===== config.mk =====
export PLATFORM = sky130hd
export DESIGN_NAME = barrier_detector
export DESIGN_NICKNAME = d
export VERILOG_FILES = /design/src/rtl/barrier_detector.sv
export SDC_FILE = /design/constraint.sdc
export NUM_CORES = 1
export LEC_CHECK = 0
export ABC_AREA = 1
export BUFFER_PORTS_ARGS = -buffer_cell sky130_fd_sc_hd__buf_2
export CORE_MARGIN = 4
export CORE_UTILIZATION = 55
export DETAILED_ROUTE_END_ITERATION = 8
export HOLD_SLACK_MARGIN = 0.15
export PLACE_DENSITY = 0.77
export SYNTH_ARGS = -nofsm -noshare
export SYNTH_HDL_FRONTEND = slang
export SYNTH_SLANG_ARGS = --single-unit

===== constraint.sdc =====
create_clock -name Clk -period 4.4 [get_ports Clk]
set_input_delay 0.44 -clock Clk [delete_from_list [all_inputs] [get_ports Clk]]
set_output_delay 0.44 -clock Clk [all_outputs]
set_load 0.02 [all_outputs]

===== src/rtl/barrier_detector.sv =====
// Free-direction / hazard / checkpoint producer for the man controller.
// One nine-probe tile-map scan per frame edge, committed atomically.
module barrier_detector #(
  parameter int MAN_W    = 32,
  parameter int MAN_H    = 32,
  parameter int STEP_X   = 2,
  parameter int STEP_UP  = 5,
  parameter int STEP_DN  = 3,
  parameter int MAP_COLS = 20,
  parameter int MAP_ROWS = 15
) (
  input  logic       Clk,
  input  logic       Reset,
  input  logic       frame_clk,
  input  logic [9:0] man_x,
  input  logic [9:0] man_y,
  output logic [8:0] tile_addr,
  input  logic [2:0] tile_data,
  output logic [3:0] barrier,
  output logic       dead,
  output logic       check,
  output logic [9:0] map_x,
  output logic [9:0] map_y,
  output logic       busy
);

  localparam logic [1:0] S_IDLE   = 2'd0;
  localparam logic [1:0] S_ARM    = 2'd1;
  localparam logic [1:0] S_ISSUE  = 2'd2;
  localparam logic [1:0] S_COMMIT = 2'd3;

  localparam logic [11:0] XLIM = 12'(MAP_COLS * 32);
  localparam logic [11:0] YLIM = 12'(MAP_ROWS * 32);
  localparam logic [11:0] DR   = 12'(MAN_W - 1);
  localparam logic [11:0] DB   = 12'(MAN_H - 1);
  localparam logic [11:0] DXR  = 12'(MAN_W - 1 + STEP_X);
  localparam logic [11:0] DXL  = 12'(STEP_X);
  localparam logic [11:0] DYU  = 12'(STEP_UP);
  localparam logic [11:0] DYD  = 12'(MAN_H - 1 + STEP_DN);
  localparam logic [11:0] DCX  = 12'(MAN_W / 2);
  localparam logic [11:0] DCY  = 12'(MAN_H / 2);

  // probe class: 0 = read map, 1 = forced solid, 2 = forced empty
  localparam logic [1:0] C_MAP = 2'd0;
  localparam logic [1:0] C_SOL = 2'd1;
  localparam logic [1:0] C_EMP = 2'd2;

  logic [1:0] r_state;
  logic       r_fc_d;
  logic       r_fr;
  logic [9:0] r_px;
  logic [9:0] r_py;
  logic       r_below;
  logic [3:0] r_k;
  logic [1:0] r_cls;
  logic       r_v1;
  logic [3:0] r_k1;
  logic [1:0] r_cls1;
  logic [7:0] r_solid;
  logic [9:0] r_fx;
  logic [9:0] r_fy;

  logic [9:0]  w_bx;
  logic [9:0]  w_by;
  logic [3:0]  w_nk;
  logic [11:0] w_x;
  logic [11:0] w_y;
  logic [11:0] w_bx12;
  logic [11:0] w_by12;
  logic        w_oor_s;
  logic        w_oor_e;
  logic [8:0]  w_addr;
  logic        w_sol;
  logic        w_spk;
  logic        w_flg;

  // probe 0 is issued while ARM latches, so it reads the live position
  assign w_bx   = (r_state == S_ARM) ? man_x : r_px;
  assign w_by   = (r_state == S_ARM) ? man_y : r_py;
  assign w_nk   = (r_state == S_ARM) ? 4'd0 : r_k + 4'd1;
  assign w_bx12 = {2'b00, w_bx};
  assign w_by12 = {2'b00, w_by};

  always_comb begin
    w_x = w_bx12;
    w_y = w_by12;
    case (w_nk)
      4'd0: begin w_x = w_bx12 + DXR; w_y = w_by12;      end
      4'd1: begin w_x = w_bx12 + DXR; w_y = w_by12 + DB; end
      4'd2: begin w_x = w_bx12 - DXL; w_y = w_by12;      end
      4'd3: begin w_x = w_bx12 - DXL; w_y = w_by12 + DB; end
      4'd4: begin w_x = w_bx12;       w_y = w_by12 - DYU; end
      4'd5: begin w_x = w_bx12 + DR;  w_y = w_by12 - DYU; end
      4'd6: begin w_x = w_bx12;       w_y = w_by12 + DYD; end
      4'd7: begin w_x = w_bx12 + DR;  w_y = w_by12 + DYD; end
      default: begin w_x = w_bx12 + DCX; w_y = w_by12 + DCY; end
    endcase
  end

  // bit 11 is the sign of the 12-bit probe coordinate
  assign w_oor_s = w_x[11] | (w_x >= XLIM) | w_y[11];
  assign w_oor_e = ~w_oor_s & (w_y >= YLIM);
  assign w_addr  = 9'(int'(w_y[9:5]) * MAP_COLS + int'(w_x[9:5]));

  assign w_sol = (r_cls1 == C_SOL) | ((r_cls1 == C_MAP) & (tile_data == 3'd1));
  assign w_spk = (r_cls1 == C_MAP) & (tile_data == 3'd2);
  assign w_flg = (r_cls1 == C_MAP) & (tile_data == 3'd3);

  always_ff @(posedge Clk) begin
    if (Reset) begin
      r_state   <= S_IDLE;
      r_fc_d    <= 1'b0;
      r_fr      <= 1'b0;
      r_px      <= '0;
      r_py      <= '0;
      r_below   <= 1'b0;
      r_k       <= '0;
      r_cls     <= C_MAP;
      r_v1      <= 1'b0;
      r_k1      <= '0;
      r_cls1    <= C_MAP;
      r_solid   <= '0;
      r_fx      <= '0;
      r_fy      <= '0;
      tile_addr <= '0;
      barrier   <= 4'b0000;
      dead      <= 1'b0;
      check     <= 1'b0;
      map_x     <= 10'd96;
      map_y     <= 10'd192;
      busy      <= 1'b0;
    end else begin
      r_fc_d <= frame_clk;
      r_fr   <= frame_clk & ~r_fc_d;
      check  <= 1'b0;
      r_v1   <= (r_state == S_ISSUE);
      r_k1   <= r_k;
      r_cls1 <= r_cls;
      if (r_v1 && !r_k1[3]) r_solid[r_k1[2:0]] <= w_sol;
      if (r_state == S_ARM || (r_state == S_ISSUE && r_k != 4'd8)) begin
        r_k       <= w_nk;
        tile_addr <= (w_oor_s | w_oor_e) ? 9'd0 : w_addr;
        r_cls     <= w_oor_s ? C_SOL : (w_oor_e ? C_EMP : C_MAP);
        if (w_nk == 4'd8) begin
          r_fx <= {w_x[9:5], 5'b0};
          r_fy <= {w_y[9:5], 5'b0};
        end
      end
      case (r_state)
        S_IDLE: begin
          if (r_fr) begin
            r_state <= S_ARM;
            busy    <= 1'b1;
          end
        end
        S_ARM: begin
          r_px    <= man_x;
          r_py    <= man_y;
          r_below <= ({1'b0, man_y} + 11'(MAN_H - 1)) >= 11'(MAP_ROWS * 32);
          r_state <= S_ISSUE;
        end
        S_ISSUE: begin
          if (r_k == 4'd8) r_state <= S_COMMIT;
        end
        default: begin
          barrier <= {~(r_solid[6] | r_solid[7]), ~(r_solid[4] | r_solid[5]),
                      ~(r_solid[2] | r_solid[3]), ~(r_solid[0] | r_solid[1])};
          dead    <= w_spk | r_below;
          if (w_flg) begin
            check <= 1'b1;
            map_x <= r_fx;
            map_y <= r_fy;
          end
          busy    <= 1'b0;
          r_state <= S_IDLE;
        end
      endcase
    end
  end

endmodule


### Yosys cells after proc, flatten, opt, wreduce, memory -nomap -nowiden

Cells that the tools add are included.

* register bits: 82
* output and inout bits: 36
* logic and storage cells: 118
* bits of input ports: 26

* $mul: 1
* magnitude comparators: 5
* muxes and demuxes: 17
* bitwise operators: 22
* add/sub/neg operators: 11
* reduce and logical (&&, ||, !) cells: 23
* equality and inequality tests: 18

Operator list (count)
* case mux 12 bit (4 select lines): 2
* adder 10 x 5 -> 11 bit (second input constant): 5
* adder 10 x 6 -> 11 bit (second input constant): 2
* 2-to-1 mux 10 bit: 2
* OR reduction 2 bit: 9
* == test 4 x 3 -> 1 bit (second input constant): 4
* greater-or-equal comparator 12 x 10 -> 1 bit (second input constant): 1
* greater-or-equal comparator 12 x 9 -> 1 bit (second input constant): 1
* greater-or-equal comparator 11 x 9 -> 1 bit (second input constant): 1
* subtractor 10 x 2 -> 11 bit (second input constant): 1
* subtractor 10 x 3 -> 11 bit (second input constant): 1
* adder 9 x 5 -> 9 bit: 1
* 2-to-1 mux 9 bit: 1
* bitwise OR 1 bit: 9
* bitwise mux 8 bit: 1
* == test 4 x 2 -> 1 bit (second input constant): 2
* == test 4 bit (second input constant): 2
* 2-to-1 mux 2 bit: 4
* inverter 1 bit: 8
* AND reduction 2 bit: 4
* multiplier 5 x 3 -> 7 bit (second input constant): 1
* == test 3 x 2 -> 1 bit (second input constant): 2
* case mux 2 bit (3 select lines): 1
* bitwise AND 1 bit: 5
* 21 further kinds: 27

### Longest topological paths before layout

Gate-level depths: netlist of the first run.

* word-level depth: 12
* mapped depth: 30
* mapped depth without buffers: 29

### Worst setup path before layout of the first run

OpenSTA, ideal clock, no wires.

* kind: reg-to-reg
* start point: reg r_state[1]
* end point: reg tile_addr[8]
* cell stages (with the launch flop): 29
* period minus slack after synthesis: 3806 ps
* arrival time: 3740 ps
* slack: 594 ps
* setup time: 66 ps
* path through: dfxtp_1 inv_1 ha_1 buf_6 inv_6 buf_8 nand2_2 inv_2 nand3_2 inv_1 ha_1 a21oi_1 nand2_1 nand3_1 nand2_1 nand2_1 nand3_1 nand2_1 nor2_2 inv_1 ha_1 inv_1 fa_1 o21ai_0 nand3_1 xor2_1 xor2_1 nand3_1 a21oi_2

* longest elaborated chain between the ends: 12

Ends and longest elaborated chain
* from (decl): RTL line 48 `logic [1:0] r_state;`
* from (signal assigned): RTL line 111 `r_state <= S_IDLE;`
* from (signal assigned): RTL line 152 `r_state <= S_ARM;`
* from (signal assigned): RTL line 160 `r_state <= S_ISSUE;`
* == test 2 x 1 -> 1 bit (*): RTL line 78, 80
* branches (longest 3 deep; another with adder 10 x 5 -> 11 bit)
* case mux 12 bit (4 select lines) (*): RTL line 87 `case (w_nk)`
* named net w_x[7]: RTL line 66 `logic [11:0] w_x;`
* greater-or-equal comparator 12 x 10 -> 1 bit: RTL line 101 `assign w_oor_s = w_x[11] | (w_x >= XLIM) | w_y[11];`
* bitwise OR 1 bit (2 in series): RTL line 101
* inverter 1 bit: RTL line 102 `assign w_oor_e = ~w_oor_s & (w_y >= YLIM);`
* bitwise AND 1 bit: RTL line 102
* bitwise OR 1 bit: RTL line 142 `tile_addr <= (w_oor_s | w_oor_e) ? 9'd0 : w_addr;`
* 2-to-1 mux 9 bit (*): RTL line 142
* to (signal assigned): RTL line 142
* to (decl): RTL line 17 `output logic [8:0] tile_addr,`

Mark *: on every way through the listed nets, which the timed path passes.
A chain may end at the register's enable or synchronous reset.

### Worst setup path after layout of the first run

* start point: reg r_state[1]
* end point: reg tile_addr[8]

RTL lines
* == test 2 x 1 -> 1 bit (*): RTL line 79 `assign w_by = (r_state == S_ARM) ? man_y : r_py;`
* 2-to-1 mux 10 bit (*)
* named net w_by[5]: RTL line 64 `logic [9:0] w_by;`
* adder 10 x 5 -> 11 bit (tied with other cells): RTL line 96 `default: begin w_x = w_bx12 + DCX; w_y = w_by12 + DCY; end`
* case mux 12 bit (4 select lines) (*): RTL line 87
* named net w_y[8]: RTL line 67 `logic [11:0] w_y;`
* branches (longest 3 deep; another with adder 9 x 5 -> 9 bit)
* 2-to-1 mux 9 bit (*): RTL line 142

Marked as above.

==> summary.md, run 1 <==
The clock passes through at most 2 buffers. The fmax was 247 MHz. The tools report the placeable core region as 9910 sq um. CTS saw 82 sinks. Clock tree synthesis inserted a total of 9 buffers. The worst hold path passes through 3 cells. At the pin with the least slew margin, the transition time is 1.07 ns. Global routing consumed, over all layers together, 22.9% of the routing resources.

The flip-flop and latch count after synthesis works out to 82. The startpoint identified for the worst register-to-register timing path is r_state[1]$_SDFFE_PP0P_. The clock latency on the worst-skew pair was 0.36 ns; the part of the cycle the worst path needs was 92.2%. Hold repair after CTS inserted 0 buffers. Measured on the finished design, the core utilization comes to 62.7%. For the clock tree skew after final layout, the log shows 0.0136 ns. The detailed router finished its first iteration with 285 violations.

After clock tree synthesis, the repair step resized 0 gates. STA classifies the critical path startpoint as a flop. The area growth from synthesis to layout is 9.44%. The worst path required time is 4.68 ns.

Clock tree synthesis selected as its root buffer the cell sky130_fd_sc_hd__clkbuf_8. The tools report the total count of hold-check failures in the final report as 0. In this run the static leakage power is 3.20 nW.

Once the floorplan was initialized, standard cells occupied 57.3% of the core. The tools report the placement-stage cell area as 5980 sq um. Along the worst path, the maximum fanout reaches 13. Each instance of the synthesized netlist takes up on average 6.75 sq um. In the routed design, unresolved DRC markers number 0. Initial antenna violation count: 0.

The flow ran to the end, and the final reports show no timing, DRC or antenna violations. The run gives 0 as the count of pins over their slew limit. STA puts the critical path data arrival time at 4.34 ns. The clock period minus final worst setup slack is 4.06 ns.

Class of the worst hold path: in2reg. The tools report the kind of end point of the critical path as a flop. The count of cells along the worst register-to-register path was 25; the final count of negative-setup-slack endpoints was 0.

The run gives 6210 sq um as the summed area of non-filler cells in the final layout. In this run the power density over the cells is 757 nW/um^2. The maximum number of pins on one net before global-route repair was 50; the die extent in x was 110 um. Buffers added to address setup during post-CTS repair amount to 0. The capturing point of the worst reg2reg path was tile_addr[8]$_SDFFE_PP0P_. TritonCTS built the clock tree.

Setup repair after global routing left no endpoint under its margin. The pre-CTS setup slack is 0.270 ns. The via count of the first global-routing pass was 4815. The routed design has 13300 um of wire. From bottom edge to top edge, the die measures 110 um. Post-CTS clock slew at the launch and capture registers of the worst setup and hold paths: 0.09 ns.

Share of the yosys chip area belonging to registers: 28.9%. Routability-driven placement finished with a final weighted congestion of 0.957. The logs give 28.1% for the relative slew slack and 0 for the antenna diode instance count.

Registers take 1640 sq um. For hold timing, the worst endpoint is r_fc_d$_SDFF_PP0_. The commonest non-fill, non-tap cell in the layout was sky130_fd_sc_hd__nand2_1.

The number of fill cells in the layout is 939, and the average detailed-routed wire length per instance is 12.9 um. The smallest setup slack after layout came out at 0.345 ns. The combined area of the multi-input logic cells is 3410 sq um. The number of levels the H-tree was split into came out at 3.

Dividing the detail-routed via count by the number of cells gives 5.13. The number of nets still failing antenna checks after routing is 0, and the number of rows in the core area is 36. Before antenna repair, the detailed router went through 5 iterations. During synthesis, Yosys emitted a total of 0 warnings. Number of vias after detailed routing: 5292. For this design the top-level I/O count stands at 62. Summed over all nets, the half-perimeter wirelength after detailed placement is 9870 um. After technology mapping, the gate count stands at 841. The maximum resistive drop on vdd is 0.523 mV. Launch instance of the worst min-delay path: frame_clk. The count of cell types in the netlist came out at 48. The critical path is of the reg2reg type. The first global-routing pass estimated 22100 um of wire.

In this run the register-to-register setup slack is 0.34 ns. The full die area was 12000 sq um. The top cell types in the final layout, fill and taps aside, are sky130_fd_sc_hd__nand2_1 (197), sky130_fd_sc_hd__nor2_1 (106), sky130_fd_sc_hd__inv_1 (103).

For the final-layout setup total negative slack, the log shows 0 ns. The synthesized cell area came out at 5670 sq um. In this run the tool buffered the top-level ports with 51 buffer cells. Fraction of layout cells with a size suffix above 1: 17.3%.

For this run the aggregate overflow at the end of global routing stands at 0. Max-cap violations in this run came to 0. The layout net count is 957.
critical path, cell delays in order (launching register included):
cell and delay, ns:
sky130_fd_sc_hd__dfxtp_1 0.38, sky130_fd_sc_hd__inv_1 0.11, sky130_fd_sc_hd__ha_4 0.22, sky130_fd_sc_hd__inv_6 0.12
sky130_fd_sc_hd__buf_4 0.16, sky130_fd_sc_hd__nand2_1 0.09, sky130_fd_sc_hd__o21ai_4 0.09, sky130_fd_sc_hd__ha_1 0.20
sky130_fd_sc_hd__inv_1 0.09, sky130_fd_sc_hd__nor2_2 0.15, sky130_fd_sc_hd__nand2_1 0.10, sky130_fd_sc_hd__nand2_1 0.08
sky130_fd_sc_hd__nand2_1 0.05, sky130_fd_sc_hd__nand3_1 0.08, sky130_fd_sc_hd__nand2_1 0.05, sky130_fd_sc_hd__nor2_1 0.10
sky130_fd_sc_hd__nand2_1 0.12, sky130_fd_sc_hd__ha_1 0.32, sky130_fd_sc_hd__ha_1 0.23, sky130_fd_sc_hd__fa_1 0.38
sky130_fd_sc_hd__xor2_1 0.21, sky130_fd_sc_hd__nand3_1 0.12, sky130_fd_sc_hd__xor2_1 0.17, sky130_fd_sc_hd__xor2_1 0.15
sky130_fd_sc_hd__nand3_1 0.10, sky130_fd_sc_hd__a21oi_2 0.12
state kept, by name, summed over array words and instances (netlist names):
signal and flops:
barrier 4, busy 1, check 1, dead 1, map_x 5, map_y 5, r_below 1, r_cls 2
r_cls1 2, r_fc_d 1, r_fr 1, r_fx 5, r_fy 5, r_k 4, r_k1 4, r_px 10
r_py 10, r_solid 8, r_state 2, r_v1 1, tile_addr 9
cell usage after synthesis (all sizes together):
master / number / share of area [%]
fa: 3 / 1.1
nor4: 1 / 0.11
xnor2: 3 / 0.46
nor3: 11 / 1.3
inv: 109 / 7.3
o21bai: 1 / 0.13
o21a: 1 / 0.13
buf: 24 / 4.1
nand3b: 1 / 0.13
a32o: 1 / 0.18
or3: 1 / 0.11
ha: 34 / 7.5
conb: 1 / 0.066
o31ai: 2 / 0.26
nor2: 125 / 9.5
clkinv: 2 / 0.13
dfxtp: 82 / 29
o211ai: 7 / 1.0
nand2: 226 / 17
nand4: 12 / 1.3
xor2: 11 / 1.7
a221oi: 1 / 0.15
a21o: 2 / 0.26
o21ai: 43 / 4.3
clkbuf: 8 / 0.53
a21oi: 48 / 4.5
or2: 2 / 0.22
a31oi: 2 / 0.22
nand3: 76 / 7.2
a211oi: 1 / 0.13
cell families after synthesis:
kind of cell	count (synthesis)	share of synthesized area (%)
xor gates and xnor gates	14	2.16
adders and majority gates	37	8.56
DFF	82	28.9
and+or+nand+nor	455	37.0
AOI/OAI and AO/OA	109	11.3
buffers and inverters	143	12.0
other	1	0.0661
metal layers:
layer / wire [um] / global-route usage [%] / vias to the layer above / share of wire, %
met5: 0 / 0 / - / 0
met4: 312 / 8.10 / 0 / 2.4
met3: 722 / 4.05 / 25 / 5.4
met2: 6060 / 36.5 / 126 / 46
met1: 6180 / 31.2 / 2381 / 47
li1: - / - / 2760 / -
metrics by stage:
stage                     instances  hold WS [ns]  power (W)
after floorplan                 850         0.374    0.00347
after global placement         1015         0.380    0.00409
after detailed placement       1015         0.394    0.00411
after CTS                      1030         0.306    0.00465
after global routing           1031         0.332    0.00518
final                          1031         0.311    0.00470
worst max path at each step:
stage / start / to / slack (ns)
4_1_cts: r_state[1]$_SDFFE_PP0P_ / tile_addr[8]$_SDFFE_PP0P_ / 0.24
2_1_floorplan: r_state[1]$_SDFFE_PP0P_ / tile_addr[8]$_SDFFE_PP0P_ / 0.59
6_report: r_state[1]$_SDFFE_PP0P_ / tile_addr[8]$_SDFFE_PP0P_ / 0.34
3_3_place_gp: r_state[1]$_SDFFE_PP0P_ / tile_addr[8]$_SDFFE_PP0P_ / 0.36
5_1_grt: r_state[1]$_SDFFE_PP0P_ / tile_addr[8]$_SDFFE_PP0P_ / 0.001
3_5_place_dp: r_state[1]$_SDFFE_PP0P_ / tile_addr[8]$_SDFFE_PP0P_ / 0.27
power by group:
part	switching (W)	total [W]	internal, W
logic	0.00211	0.00324	0.00113
clock network	0.000279	0.000537	0.000259
registers	0.0000624	0.000929	0.000867
total	0.00245	0.00470	0.00225
cell type report:
type,instances,share of cell area (%)
sequential,82,26.4
inverter,111,6.79
multi-input combinational,625,54.8
clock inverter,5,0.907
clock buffer,10,2.06
tap,133,2.68
timing repair buffer,65,6.29
Power figures use the tool's default switching activity.
==> inputs of run 2 (changes only) <==
--- a/config.mk
+++ b/config.mk
@@ -5,13 +5,12 @@
 export SDC_FILE = /design/constraint.sdc
 export NUM_CORES = 1
 export LEC_CHECK = 0
-export ABC_AREA = 1
 export BUFFER_PORTS_ARGS = -buffer_cell sky130_fd_sc_hd__buf_2
 export CORE_MARGIN = 4
 export CORE_UTILIZATION = 55
 export DETAILED_ROUTE_END_ITERATION = 8
 export HOLD_SLACK_MARGIN = 0.15
-export PLACE_DENSITY = 0.77
+export PLACE_DENSITY = 0.78
 export SYNTH_ARGS = -nofsm -noshare
 export SYNTH_HDL_FRONTEND = slang
 export SYNTH_SLANG_ARGS = --single-unit
==> run 2 against run 1 <==
Hold slack better by 0.033 ns. Sequential cell count unchanged. Final area up 2.5%. Final cell count down 16%. Total power down 57%. Highest routed layer unchanged.
==> summary.md, run 2 <==
The clock period minus final worst setup slack was 4.25 ns (was 4.06 ns); the share of async-settable or async-resettable flops after synthesis was 0% (unchanged). The data arrival time at the worst-slack endpoint was 4.52 ns (was 4.34 ns). The tools report the antenna diode instance count as 0 (unchanged). The global placer's final weighted congestion was 1.02 (was 0.957). The overall routing resource usage was 25.4% (was 22.9%); the average detailed-routed wire length per instance was 16.6 um (was 12.9 um). The total CTS buffers came out at 9 (unchanged). Deepest clock path buffer count: 2 (unchanged).

The run gives 30.0% (was 28.9%) as the share of the yosys chip area belonging to registers. The flip-flop and latch count after synthesis works out to 82 (unchanged). The smallest setup slack after layout is 0.151 ns (was 0.345 ns), and the final count of negative-setup-slack endpoints is 0 (unchanged). The class of the worst hold path was in2reg (unchanged).

The maximum number of pins on one net before global-route repair is 51 (was 50), and the total count of hold-check failures in the final report is 0 (unchanged). The number of vias after detailed routing came out at 5052 (was 5292). The tools report the initial detailed-routing violation count as 308 (was 285). The run gives 0 (unchanged) as the number of nets still failing antenna checks after routing.

The tools report the number of clock sinks as 82 (unchanged). The tools report the starting density of the core as 56.3% (was 57.3%). Cell types with the largest area share after synthesis: sky130_fd_sc_hd__dfxtp_1 (30%), sky130_fd_sc_hd__ha_1 (7.8%), sky130_fd_sc_hd__nor2_1 (5.9%), sky130_fd_sc_hd__mux2i_1 (5.8%), sky130_fd_sc_hd__a21oi_1 (3.4%) (was sky130_fd_sc_hd__dfxtp_1 (29%), sky130_fd_sc_hd__nand2_1 (13%), sky130_fd_sc_hd__ha_1 (7.5%), sky130_fd_sc_hd__nor2_1 (7.0%), sky130_fd_sc_hd__inv_1 (6.8%)). Total power density per cell area: 315 nW/um^2 (was 757 nW/um^2).

The pre-CTS setup slack is 0.0238 ns (was 0.270 ns). Layout net count: 793 (was 957). The run gives 0 (unchanged) as the synthesis warning total. The tools report the endpoint of the worst hold path as r_fc_d$_SDFF_PP0_ (unchanged). The die extent in x is 108 um (was 110 um), and the relative slew slack is 52.6% (was 28.1%). Top cells by count, synth: sky130_fd_sc_hd__nor2_1 (86), sky130_fd_sc_hd__dfxtp_1 (82), sky130_fd_sc_hd__nand2_1 (47) (was sky130_fd_sc_hd__nand2_1 (197), sky130_fd_sc_hd__nor2_1 (106), sky130_fd_sc_hd__inv_1 (103)). The tools report the synthesized cell area as 5480 sq um (was 5670 sq um). The relative area change from synthesis to final layout works out to 16.2% (was 9.44%). The part of the cycle the worst path needs is 96.6% (was 92.2%), and the count of cell types in the netlist is 75 (was 48). The final routed wirelength across all metal layers is 14400 um (was 13300 um), and the placeable core region is 9730 sq um (was 9910 sq um). The worst path required time is 4.67 ns (was 4.68 ns), and the half-perimeter wire length after placement is 10900 um (was 9870 um).

Depth of the worst hold-timing path: 2 (was 3). The quantity of hold-fixing buffers added after cts was 0 (unchanged); the chip height was 108 um (was 110 um). The total grt overflow was 0 (unchanged); the clock tree skew after final layout was 0.0175 ns (was 0.0136 ns). The kind of end point of the critical path was a flop (unchanged). Full die area: 11600 sq um (was 12000 sq um). Startpoint of the worst register-to-register path: r_state[1]$_SDFFE_PP0P_ (unchanged). The initial antenna violation count was 0 (unchanged); the number of top-level pins was 62 (unchanged). The launch instance of the worst min-delay path is frame_clk (unchanged). The iteration count of the initial detailed-routing pass was 4 (was 5). The fraction of layout cells with a size suffix above 1 was 21.0% (was 17.3%). For the summed area of non-filler cells in the final layout, the log shows 6360 sq um (was 6210 sq um). The number of levels the H-tree was split into was 3 (unchanged); the maximum resistive drop on vdd was 0.203 mV (was 0.523 mV). Setup repair after global routing could not meet its margin everywhere.

For the clock latency on the worst-skew pair, the log shows 0.36 ns (about the same). Commonest cells after routing, fill and taps aside: sky130_fd_sc_hd__nor2_1 (86), sky130_fd_sc_hd__dfxtp_1 (82), sky130_fd_sc_hd__buf_2 (51) (was sky130_fd_sc_hd__nand2_1 (197), sky130_fd_sc_hd__nor2_1 (106), sky130_fd_sc_hd__inv_1 (103)). Setup slack of the worst register-to-register path: 0.15 ns (was 0.34 ns). Via count of the first global-routing pass: 4995 (was 4815). TritonCTS built the clock tree. Number of rows in the core area: 36 (unchanged). Pin slew with the least headroom to its limit: 0.712 ns (was 1.07 ns). The run gives 662 (was 841) as the cell count after synthesis. The slowest library cell on the worst path is sky130_fd_sc_hd__fa_1 (was sky130_fd_sc_hd__dfxtp_1). The residual DRC count is 0 (unchanged). The run gives 235 MHz (was 247 MHz) as the fmax. The tools report the capturing point of the worst reg2reg path as tile_addr[8]$_SDFFE_PP0P_ (unchanged). The final cell count without fillers is 868 (was 1031), and the post-CTS clock slew at the launch and capture registers of the worst setup and hold paths is 0.10 ns (was 0.09 ns). The global-route wire length before repair was 23700 um (was 22100 um). The type of the worst setup path is reg2reg (unchanged).

The run gives 0 (unchanged) as the count of pins over their slew limit. The delay contributed by the slowest stage of the critical path came out at 0.55 ns (was 0.38 ns). Commonest non-fill, non-tap cell in the layout: sky130_fd_sc_hd__nor2_1 (was sky130_fd_sc_hd__nand2_1).

The utilization after layout is 65.4% (was 62.7%). The placement-stage cell area is 6060 sq um (was 5980 sq um), and the total placed cells including tap cells is 851 (was 1015). Most instantiated library cell after synthesis: sky130_fd_sc_hd__nor2_1 (was sky130_fd_sc_hd__nand2_1).

Largest regs: r_px x10, r_py x10, tile_addr x9 (unchanged). The mean instance size in the synthesized netlist works out to 8.27 sq um (was 6.75 sq um). The flow ran to the end, and the final reports show no timing, DRC or antenna violations. The number of synthesized flops with an enable pin was 0 (unchanged).

Count of cells along the worst register-to-register path: 16 (was 25). The signal on the critical path passes through inv_1 -> ha_4 -> mux2i_2 -> ha_2 -> or4b_4 -> a31oi_4 -> o22ai_1 -> a21oi_1 -> o31a_1 -> inv_1 -> ha_1 -> ha_1 -> fa_1 -> o211ai_1 -> o311a_1 -> o31ai_1. Buffer cell driving the clock tree root: sky130_fd_sc_hd__clkbuf_8 (unchanged). The tools report the max-cap check violation count as 0 (unchanged). The leakage power summed over all cells is 2.63 nW (was 3.20 nW). The dominant synthesized flop cell was sky130_fd_sc_hd__dfxtp_1 (unchanged). The tools report the kind of launch point of the worst setup path as a flop (unchanged). The highest net fanout along the worst path is 4 (was 13). The cell accounting for the most synthesized area was sky130_fd_sc_hd__dfxtp_1 (unchanged).

The top cell type's share of synthesized area was 30.0% (was 28.9%). The number of vias per cell after detailed routing is 5.82 (was 5.13), and the quantity of I/O buffers inserted on ports is 51 (unchanged).
[run 2: repair_timing]
| item | 4_1_cts | 5_1_grt |
|---|---|---|
| setup buffers | 0 | 1 |
| pin swaps | 0 | 4 |
| gates cloned | 0 | 0 |
| setup endpoints to repair | 1 | 3 |
| gates resized for setup | 1 | 16 |
[run 2: final cells by class]
type / count / area (sq um)
fill: 860 / 3370
multi-input combinational: 512 / 3610
inverter: 35 / 131
sequential: 82 / 1640
timing repair buffer: 90 / 581
tap: 133 / 166
clock inverter: 6 / 96.3
clock buffer: 10 / 138
[run 2: kinds of logic after synthesis]
family	after synthesis	share of synthesized area (%)
and+or+nand+nor	251	23.0
AOI/OAI and AO/OA	148	19.0
DFF	82	30.0
buffers and inverters	77	7.01
muxes	41	8.09
adders and majority gates	37	8.86
xor gates and xnor gates	25	4.00
other	1	0.0685
[run 2: routing by layer]
metal	routed length [um]	GRT usage, %	part of all wire, %
met2	6980	43.2	48
met3	879	4.86	6.1
met4	208	6.94	1.4
met5	0	0	0
met1	6340	32.7	44
[run 2: report_power, final]
group,switching [W],internal [W],total [W]
logic,0.000334,0.000230,0.000564
clock network,0.000309,0.000344,0.000653
registers,0.0000208,0.000767,0.000788
[run 2: worst max path at each step]
stage                             from                        end  slack, ns  cells past startpoint
2_1_floorplan  r_state[1]$_SDFFE_PP0P_  tile_addr[8]$_SDFFE_PP0P_       0.03                     18
3_3_place_gp   r_state[1]$_SDFFE_PP0P_  tile_addr[8]$_SDFFE_PP0P_       0.09                     17
3_5_place_dp   r_state[1]$_SDFFE_PP0P_  tile_addr[8]$_SDFFE_PP0P_       0.02                     18
4_1_cts        r_state[1]$_SDFFE_PP0P_  tile_addr[8]$_SDFFE_PP0P_       0.02                     16
5_1_grt        r_state[1]$_SDFFE_PP0P_  tile_addr[8]$_SDFFE_PP0P_      -0.09                     17
6_report       r_state[1]$_SDFFE_PP0P_  tile_addr[8]$_SDFFE_PP0P_       0.15                     16
[run 2: worst max-delay path: cells and delay by family (launching register included)]
| family | cells | cell delay [ns] |
|---|---|---|
| AO/OA/AOI/OAI | 7 | 1.35 |
| adder cells (fa/ha/maj) | 5 | 1.57 |
| buffers and inverters | 2 | 0.19 |
| flip-flops | 1 | 0.35 |
| multiplexers | 1 | 0.26 |
| AND/OR/NAND/NOR | 1 | 0.48 |
[run 2: stage by stage]
step	hold slack [ns]	TNS, ns	power, W
final	0.344	0	0.00201
after floorplan	0.367	0	0.00119
after CTS	0.336	0	0.00200
after global routing	0.338	-0.172	0.00210
after global placement	0.380	0	0.00134
after detailed placement	0.381	0	0.00135
==> inputs of run 3 (changes only) <==
--- a/config.mk
+++ b/config.mk
@@ -7,10 +7,10 @@
 export LEC_CHECK = 0
 export BUFFER_PORTS_ARGS = -buffer_cell sky130_fd_sc_hd__buf_2
 export CORE_MARGIN = 4
-export CORE_UTILIZATION = 55
+export CORE_UTILIZATION = 54
 export DETAILED_ROUTE_END_ITERATION = 8
 export HOLD_SLACK_MARGIN = 0.15
-export PLACE_DENSITY = 0.78
+export PLACE_DENSITY = 0.79
 export SYNTH_ARGS = -nofsm -noshare
 export SYNTH_HDL_FRONTEND = slang
 export SYNTH_SLANG_ARGS = --single-unit
==> constraint.sdc (replaced) <==
create_clock -name Clk -period 3.49 [get_ports Clk]
set_input_delay 0.349 -clock Clk [delete_from_list [all_inputs] [get_ports Clk]]
set_output_delay 0.349 -clock Clk [all_outputs]
set_load 0.02 [all_outputs]
==> run 3 against run 2 <==
The run now ends with negative setup slack left. Clock power is 2% higher. Count of clock-buffer cells in the layout is 1 lower. Wire length is 17% higher. Sequential cell count unchanged. Critical path type unchanged. Critical endpoint unchanged.
==> summary.md, run 3 (synthesized netlist as in run 2, its figures left out) <==
The run finished, with violations left. The checks that failed: negative setup slack. The global placer's final weighted congestion came out at 0.918 (was 1.02).

The logs give 3.77 ns (was 4.67 ns) for the worst path required time and 5639 (was 4995) for the via count of the first global-routing pass. The utilization after layout came out at 79.0% (was 65.4%). Class of the worst hold path: in2reg (unchanged). For the power dissipated by switching net loads, the log shows 0.000957 W (was 0.000664 W). For the register share of total power, the log shows 36.7% (was 39.3%).

For the total count of hold-check failures in the final report, the log shows 0 (unchanged). The summed area of non-filler cells in the final layout is 7760 sq um (was 6360 sq um), and the die extent in x is 109 um (was 108 um). The placeable core region is 9820 sq um (was 9730 sq um), and the half-perimeter wire length after placement is 12200 um (was 10900 um).

The final routed wirelength across all metal layers is 16800 um (was 14400 um), and the number of vias per cell after detailed routing is 5.60 (was 5.82). The tools report the starting density of the core as 55.8% (was 56.3%). The depth of the worst hold-timing path was 2 (unchanged). The share of power burned in combinational logic was 38.7% (was 28.1%); the part of the cycle the worst path needs was 118% (was 96.6%). The relative slew slack was 56.3% (was 52.6%). The initial antenna violation count was 0 (unchanged). Type of the worst setup path: reg2reg (unchanged). Capturing point of the worst reg2reg path: tile_addr[8]$_SDFFE_PP0P_ (unchanged).

The full die area was 11800 sq um (was 11600 sq um). The tools report the power after layout as 0.00271 W (was 0.00201 W). The logs give 0 (unchanged) for the quantity of hold-fixing buffers added after cts and 0.207 mV (was 0.203 mV) for the maximum resistive drop on vdd.

The max-cap check violation count was 0 (unchanged). Commonest non-fill, non-tap cell in the layout: sky130_fd_sc_hd__buf_4 (was sky130_fd_sc_hd__nor2_1). Kind of launch point of the worst setup path: a flop (unchanged). The count of pins over their slew limit is 0 (unchanged). The antenna diode instance count came out at 0 (unchanged). The total power density per cell area was 350 nW/um^2 (was 315 nW/um^2); the number of levels the H-tree was split into was 3 (unchanged). For the total CTS buffers, the log shows 9 (unchanged).

The chip height is 109 um (was 108 um), and the quantity of I/O buffers inserted on ports is 51 (unchanged). The buffer cell driving the clock tree root was sky130_fd_sc_hd__clkbuf_8 (unchanged). Average detailed-routed wire length per instance: 16.8 um (was 16.6 um). The run gives 0 (unchanged) as the number of nets still failing antenna checks after routing. Largest regs: r_px x10, r_py x10, tile_addr x9 (unchanged). The logs give -0.62 ns (was 0.15 ns) for the setup slack of the worst register-to-register path and 28.8% (was 25.4%) for the overall routing resource usage.

The post-CTS clock slew at the launch and capture registers of the worst setup and hold paths was 0.10 ns (about the same); the number of top-level pins was 62 (unchanged). Final cell count without fillers: 1004 (was 868). The highest net fanout along the worst path works out to 5 (was 4). Setup repair after global routing could not meet its margin everywhere.

The launch instance of the worst min-delay path is frame_clk (unchanged). The logs give 82 (unchanged) for the number of clock sinks and 244 MHz (was 235 MHz) for the fmax. The final count of negative-setup-slack endpoints was 11 (was 0).

Endpoint of the worst hold path: r_fc_d$_SDFF_PP0_ (unchanged). The leakage power summed over all cells was 3.29 nW (was 2.63 nW); the total grt overflow was 0 (unchanged). The maximum number of pins on one net before global-route repair is 53 (was 51), and the number of vias after detailed routing is 5621 (was 5052). For the residual DRC count, the log shows 0 (unchanged). The switching part of the total works out to 35.3% (was 33.1%). The start point of the critical path is r_state[1]$_SDFFE_PP0P_ (unchanged).

Number of rows in the core area: 36 (unchanged). Commonest cells after routing, fill and taps aside: sky130_fd_sc_hd__buf_4 (165), sky130_fd_sc_hd__nor2_1 (85), sky130_fd_sc_hd__dfxtp_1 (80) (was sky130_fd_sc_hd__nor2_1 (86), sky130_fd_sc_hd__dfxtp_1 (82), sky130_fd_sc_hd__buf_2 (51)). TritonCTS built the clock tree. The pin slew with the least headroom to its limit is 0.654 ns (was 0.712 ns), and the initial detailed-routing violation count is 284 (was 308). The tools report the kind of end point of the critical path as a flop (unchanged). The smallest setup slack after layout is -0.616 ns (was 0.151 ns), and the fraction of layout cells with a size suffix above 1 is 38.9% (was 21.0%). Global-route wire length before repair: 27200 um (was 23700 um).

The deepest clock path buffer count is 2 (unchanged), and the fraction of power consumed by the clock network is 24.6% (was 32.6%). The clock tree skew after final layout was 0.0122 ns (was 0.0175 ns); the clock latency on the worst-skew pair was 0.37 ns (was 0.36 ns). The tools report the internal portion of total power as 0.00176 W (was 0.00134 W). The total placed cells including tap cells was 946 (was 851). Startpoint of the worst register-to-register path: r_state[1]$_SDFFE_PP0P_ (unchanged). The relative area change from synthesis to final layout is 41.6% (was 16.2%), and the data arrival time at the worst-slack endpoint is 4.38 ns (was 4.52 ns).

The clock period minus final worst setup slack works out to 4.11 ns (was 4.25 ns). The final-layout setup total negative slack is -3.43 ns (was 0 ns). The layout net count is 929 (was 793). Count of cells along the worst register-to-register path: 17 (was 16).

The run gives 5 (was 4) as the iteration count of the initial detailed-routing pass. Placement-stage cell area: 6910 sq um (was 6060 sq um).
-- run 3: how the worst max path moves through the flow --
stage | slack [ns] | cells past startpoint | to
finish | -0.62 | 17 | tile_addr[8]$_SDFFE_PP0P_
global route | -0.74 | 17 | tile_addr[8]$_SDFFE_PP0P_
CTS | -0.48 | 17 | tile_addr[8]$_SDFFE_PP0P_
detailed placement | -0.76 | 18 | tile_addr[8]$_SDFFE_PP0P_
global placement | -0.62 | 18 | tile_addr[8]$_SDFFE_PP0P_
floorplan | -0.75 | 23 | tile_addr[8]$_SDFFE_PP0P_
-- run 3: what timing repair did --
item | CTS | global route
endpoints found under the setup margin | 11 | 12
cloned | 2 | 0
pin swaps | 31 | 17
setup buffers | 29 | 12
resized for setup | 44 | 20
-- run 3: per-layer routing --
metal  track usage [%]  part of all wire [%]
met1              36.6                    43
met3              5.15                   6.0
met5                 0                     0
met2              49.2                    49
met4              10.1                   2.0
-- run 3: power groups by stage --
stage               clock (W)  combinational [W]  sequential [W]
finish               0.000668            0.00105        0.000995
global route         0.000718            0.00112        0.000999
CTS                  0.000676           0.000975        0.000994
detailed placement          0           0.000878         0.00101
global placement            0           0.000860         0.00101
floorplan                   0           0.000535         0.00102
-- run 3: through the flow --
step                hold WS (ns)  setup WS, ns
CTS                        0.233        -0.482
floorplan                  0.367        -0.753
global route               0.247        -0.737
finish                     0.244        -0.616
detailed placement         0.378        -0.758
global placement           0.376        -0.623
-- run 3: worst max-delay path: stages (launching register included) --
cell	delay, ns
sky130_fd_sc_hd__dfxtp_2	0.34
sky130_fd_sc_hd__inv_2	0.07
sky130_fd_sc_hd__ha_4	0.20
sky130_fd_sc_hd__mux2i_2	0.26
sky130_fd_sc_hd__ha_2	0.21
sky130_fd_sc_hd__or4b_4	0.47
sky130_fd_sc_hd__a31oi_4	0.20
sky130_fd_sc_hd__o21ai_1	0.09
sky130_fd_sc_hd__nand3_1	0.13
sky130_fd_sc_hd__nor3_2	0.06
sky130_fd_sc_hd__o31a_1	0.30
sky130_fd_sc_hd__inv_2	0.10
sky130_fd_sc_hd__ha_4	0.21
sky130_fd_sc_hd__ha_4	0.16
sky130_fd_sc_hd__fa_2	0.55
sky130_fd_sc_hd__o211ai_1	0.11
sky130_fd_sc_hd__o311a_1	0.31
sky130_fd_sc_hd__o31ai_1	0.25
-- run 3: final cells by class --
class                           count  area, sq um
Multi-Input combinational cell    513         3990
Sequential cell                    82         1640
Fill cell                         686         2060
Clock inverter                      7         65.1
Timing Repair Buffer              225         1640
Inverter                           35          131
Clock buffer                        9          124
Tap cell                          133          166
